**config.mk**
```make
export PLATFORM = sky130hd
export DESIGN_NAME = mips32_issue_ctrl
export DESIGN_NICKNAME = d
export VERILOG_FILES = /design/src/rtl/mips32_issue_ctrl.sv
export SDC_FILE = /design/constraint.sdc
export NUM_CORES = 1
export LEC_CHECK = 0
export CAP_MARGIN = 20
export CORE_ASPECT_RATIO = 0.5
export CORE_MARGIN = 5
export CORE_UTILIZATION = 40
export CTS_CLUSTER_DIAMETER = 50
export DETAILED_ROUTE_END_ITERATION = 10
export MAX_ROUTING_LAYER = met4
export PLACE_DENSITY_LB_ADDON = 0.15
export RECOVER_POWER = 50
export SETUP_SLACK_MARGIN = 0.3
export SYNTH_ARGS = -nofsm -noshare
export SYNTH_HDL_FRONTEND = slang
export SYNTH_SLANG_ARGS = --single-unit
```
**constraint.sdc**
```tcl
create_clock -name clk -period 2.3 [get_ports clk]
set_input_delay 0.23 -clock clk [delete_from_list [all_inputs] [get_ports clk]]
set_output_delay 0.23 -clock clk [all_outputs]
set_load 0.02 [all_outputs]
```
**src/rtl/mips32_issue_ctrl.sv**
```systemverilog
// mips32_issue_ctrl: in-order issue control for a 5-stage MIPS32 pipeline.
// Holds instructions in ID while a source register is still being produced
// by the instruction in EX or MEM, waits in BR_WAIT until an issued branch
// resolves, and stops issuing after HLT.
module mips32_issue_ctrl (
    input  logic        clk,
    input  logic        rst_n,
    input  logic        id_valid,
    input  logic [31:0] id_instr,
    output logic        id_ready,
    output logic        issue_valid,
    input  logic        br_done,
    input  logic        br_taken,
    output logic        flush,
    output logic        halted,
    output logic [15:0] stall_cnt
);

    typedef enum logic [1:0] {RUN, BR_WAIT, HALT} state_t;

    state_t      state, state_nxt;

    logic [5:0]  op;
    logic [4:0]  rs, rt, rd;
    logic [4:0]  dst;
    logic        dst_en, use_rs, use_rt, is_br, is_hlt;
    logic        hazard;

    // Scoreboard slots: _p0 is the instruction in EX, _p1 the one in MEM
    logic        vld_p0, vld_p1;
    logic [4:0]  dst_p0, dst_p1;

    function automatic logic [15:0] sat_inc(input logic [15:0] v);
        return (v == 16'hFFFF) ? v : v + 16'd1;
    endfunction

    function automatic logic src_hit(input logic [4:0] r,
                                     input logic v0, input logic [4:0] d0,
                                     input logic v1, input logic [4:0] d1);
        return (r != 5'd0) && ((v0 && d0 == r) || (v1 && d1 == r));
    endfunction

    assign op = id_instr[31:26];
    assign rs = id_instr[25:21];
    assign rt = id_instr[20:16];
    assign rd = id_instr[15:11];

    // Opcode classification: destination and which source fields are read
    always_comb begin
        dst    = rd;
        dst_en = 1'b0;
        use_rs = 1'b0;
        use_rt = 1'b0;
        is_br  = 1'b0;
        is_hlt = 1'b0;
        if (op <= 6'b000101) begin
            dst_en = 1'b1;
            use_rs = 1'b1;
            use_rt = 1'b1;
        end else if (op == 6'b001000 || (op >= 6'b001010 && op <= 6'b001100)) begin
            dst    = rt;
            dst_en = 1'b1;
            use_rs = 1'b1;
        end else if (op == 6'b001001) begin
            use_rs = 1'b1;
            use_rt = 1'b1;
        end else if (op == 6'b001101 || op == 6'b001110) begin
            use_rs = 1'b1;
            is_br  = 1'b1;
        end else if (op == 6'b111111) begin
            is_hlt = 1'b1;
        end
    end

    assign hazard = id_valid &&
                    ((use_rs && src_hit(rs, vld_p0, dst_p0, vld_p1, dst_p1)) ||
                     (use_rt && src_hit(rt, vld_p0, dst_p0, vld_p1, dst_p1)));

    // State register
    always_ff @(posedge clk or negedge rst_n) begin
        if (!rst_n) state <= RUN;
        else        state <= state_nxt;
    end

    // Next state and handshake outputs; rst_n gate keeps id_ready low while reset is held
    always_comb begin
        state_nxt   = state;
        id_ready    = 1'b0;
        issue_valid = 1'b0;
        flush       = 1'b0;
        halted      = 1'b0;
        case (state)
            RUN: begin
                if (rst_n && id_valid && !hazard) begin
                    id_ready    = 1'b1;
                    issue_valid = 1'b1;
                    if (is_br)       state_nxt = BR_WAIT;
                    else if (is_hlt) state_nxt = HALT;
                end
            end
            BR_WAIT: begin
                if (br_done) begin
                    flush     = br_taken;
                    state_nxt = RUN;
                end
            end
            HALT: halted = 1'b1;
            default: state_nxt = RUN;
        endcase
    end

    // ID -> EX -> MEM slot valids; bubbles and R0 writers leave the slot empty
    always_ff @(posedge clk or negedge rst_n) begin
        if (!rst_n) begin
            vld_p0 <= 1'b0;
            vld_p1 <= 1'b0;
        end else begin
            vld_p0 <= issue_valid && dst_en && (dst != 5'd0);
            vld_p1 <= vld_p0;
        end
    end

    // ID -> EX -> MEM slot destinations, only meaningful under their valids
    always_ff @(posedge clk) begin
        dst_p0 <= dst;
        dst_p1 <= dst_p0;
    end

    // Hazard-bubble counter, RUN cycles only
    always_ff @(posedge clk or negedge rst_n) begin
        if (!rst_n)                      stall_cnt <= 16'd0;
        else if (state == RUN && hazard) stall_cnt <= sat_inc(stall_cnt);
    end

endmodule

```
==> reports/metrics.cfg <==
[clock_network]
cts-root-buf=sky130_fd_sc_hd__clkbuf_8
tritoncts=done
clk_transition_reported_paths_ns=0.06
tritoncts.num_buffers=5
clock-sinks=30
worstSkewPairLatency_ns=0.28
clockBufferDepth=2
cts_max_level=2
cts_hold_buf=0

[timing]
slew_headroom_pct=28.8
tightest_slew_ns=1.07
max_freq_mhz=499
fin_crit_sh_pct=87.1
timing.final.crit_period_ns=2.00
setup_viol=0
layout_setup_ws_ns=0.297
worst_clock_skew_ns=0.00953
timing_max_transition_violations_final=0
hold_viol_final=0
setup_repair_after_global_routing_missed_its_margin=true

[min_path]
holdPathStages=2
hp-start=id_instr[18]
hold_end=dst_p0[2]
worst_hold_path_type=input port to flop

[routing]
detail_route.wirelength_mm=4.05
routed_via_density=4.99
num_vias=1431
wl_per_cell_um=14.1
remaining_drc_errors=0
ant_nets=0
initial_drt_pass_iterations=4
drt_iter0_markers=24

[power_and_ir_drop]
vdd.ir_drop.worst_v=0.000253
cellLeakagePower_uw=0.00117
power.density_nw_per_um2=496
post-layout-total-power_uw=1260

[synthesis]
area_fraction_in_compound_gates_after_synthesis_pct=8.69
synth.net_count=195
postSynth.asyncResetShare_pct=66.7
postSynthAreaPerCell_um2=10.5
synth_xor_area_share_pct=19.0
syn-instance-count=157
yosys.area_share.simple_pct=23.0
proportion_of_synthesized_area_in_mux_cells_pct=4.31
yosysSeqAreaShare_pct=42.3
postSynthRegisterBits=30
syn-cell-area_um2=1660
yosys_warnings=0
synth_top_family_by_area=simple AND/OR/NAND/NOR gates
post_synth_fa_ha_maj_area_fraction_pct=0.756
yosysUniqueCellTypes=43
synth-edff-count=0
ys_dominant_reg_cell=sky130_fd_sc_hd__dfrtp_1

[final_layout]
layout-drive-gt1-share_pct=26.2
finish.utilization_pct=64.5
final_cell_mix=sky130_fd_sc_hd__clkdlybuf4s50_1, sky130_fd_sc_hd__buf_4, sky130_fd_sc_hd__xnor2_1, sky130_fd_sc_hd__dfrtp_1, sky130_fd_sc_hd__xor2_1
layout_commonest_cell=sky130_fd_sc_hd__clkdlybuf4s50_1
diodes=0
finish.net_count=270
post_layout_nonfiller_instances=287
layout-area-overhead-vs-synth_pct=53.7

[critical_path]
worst_ep_arrival_time_ns=1.77
critical_path_required_ns=2.07
ff2ff_path_depth=5
r2r_slack_ns=0.41
critical_path.max_fanout=5
critical_path.reg2reg.startpoint=state[1]
crit-reg2reg-capture=stall_cnt[1]
crit_type=input port to output port
setup.worst_path.end_class=output port
worst_setup_path_start_kind=input port

[place]
place.port_buffers=45
dp_wirelength_mm=3.08
placedCellCount=278
routabilityCongestion=0.782
setup_ws_pre_cts_ns=-0.322

[global_routing]
overflow=0
initial_antenna_violation_count=0
grt_max_degree=22
gr-usage-all-layers_pct=15.9
grt_first_pass_wirelength_mm=6.93
vias_in_the_first_global_route=1443

[floorplan]
die_area_um2=5600
die_width_um=101
rows=16
core-area_um2=3940
fp.dieH_um=55.5
start_util_pct=42.0
floorplan.io_pins=57

[status]
run_status=finished, final reports clean

[flow_run]
maxCapViolations=0

## cells in the mapped netlist, drive strengths merged, types with 2 or more instances
library cell   n  area (um^2)
a21oi          3         15.0
dfrtp         20          500
nor3b          4         35.0
or3            2         17.5
clkbuf         2         8.75
xnor2         20          175
nor3           5         25.0
nand4         11         68.8
and2           2         12.5
nor2b          4         27.5
o22ai          2         12.5
xor2          16          140
nand2         10         37.5
buf            2         18.8
mux2           6         71.3
nor4b          2         17.5
nand3          4         20.0
and4           4         35.0
nor2          11         43.8
a31oi          3         31.3
dfxtp         10          200
## how the worst max path moves through the flow
stage,slack (ns),cells after the start,startpoint,end
6_report,0.30,7,id_instr[31],issue_valid
5_1_grt,0.15,9,id_instr[31],stall_cnt[11]
3_5_place_dp,-0.32,7,id_instr[22],issue_valid
4_1_cts,0.31,8,id_instr[18],issue_valid
3_3_place_gp,-0.27,7,id_instr[22],id_ready
2_1_floorplan,0.37,5,stall_cnt[2],stall_cnt[1]
## registers in the layout (all words and copies together) (netlist names)
name and flops:
vld_p1 1, vld_p0 1, dst_p0 5, dst_p1 5, state 2, stall_cnt 16
## cells by family after synthesis
| group | Yosys count |
|---|---|
| adder cells (fa/ha/maj) | 1 |
| AND/OR/NAND/NOR | 64 |
| flip-flops | 30 |
| buffers and inverters | 5 |
| AO/OA/AOI/OAI | 15 |
| XOR/XNOR | 36 |
| multiplexers | 6 |
## repair_timing
| action | CTS | global route |
|---|---|---|
| gates resized for setup | 29 | 16 |
| endpoints found under the setup margin | 17 | 16 |
| pin swaps | 6 | 7 |
| setup buffers | 0 | 1 |
## per-stage QoR
step           hold WS (ns)  setup TNS (ns)  cell area [um^2]
2_1_floorplan       -0.0656               0              1660
3_3_place_gp          0.387           -1.20              2340
3_5_place_dp          0.386           -1.70              2340
4_1_cts               0.396               0              2490
5_1_grt               0.389               0              2540
6_report              0.375               0              2540
## final cells by class
class                      count  area [um^2]
clock buffer                   8          110
fill                         328         1400
inverter                       1         3.75
multi-input combinational    122         1000
sequential                    30          701
tap                           54         67.6
timing repair buffer          72          659
## worst max-delay path, stage by stage
cell and delay (ns):
sky130_fd_sc_hd__clkdlybuf4s50_1 0.42, sky130_fd_sc_hd__nor2_1 0.29, sky130_fd_sc_hd__o2111ai_1 0.22, sky130_fd_sc_hd__a31oi_2 0.23
sky130_fd_sc_hd__a21oi_2 0.09, sky130_fd_sc_hd__and2_4 0.18, sky130_fd_sc_hd__buf_6 0.12
## power breakdown
group          internal [uW]  leakage, uW  switching (uW)
Combinational            119     0.000745            82.3
Clock                    302    0.0000575             201
Sequential               541     0.000363            17.1
Total                    963      0.00117             301
## metal layers
layer  GRT usage, %  part of all wire [%]  vias up
met4           4.36                   1.1        0
met1           20.9                    46      684
met3           4.52                   4.3        6
met2           23.9                    48       26
li1               -                     -      715
met5              -                     0        -
Note: power is estimated with default switching activity, not from simulation.
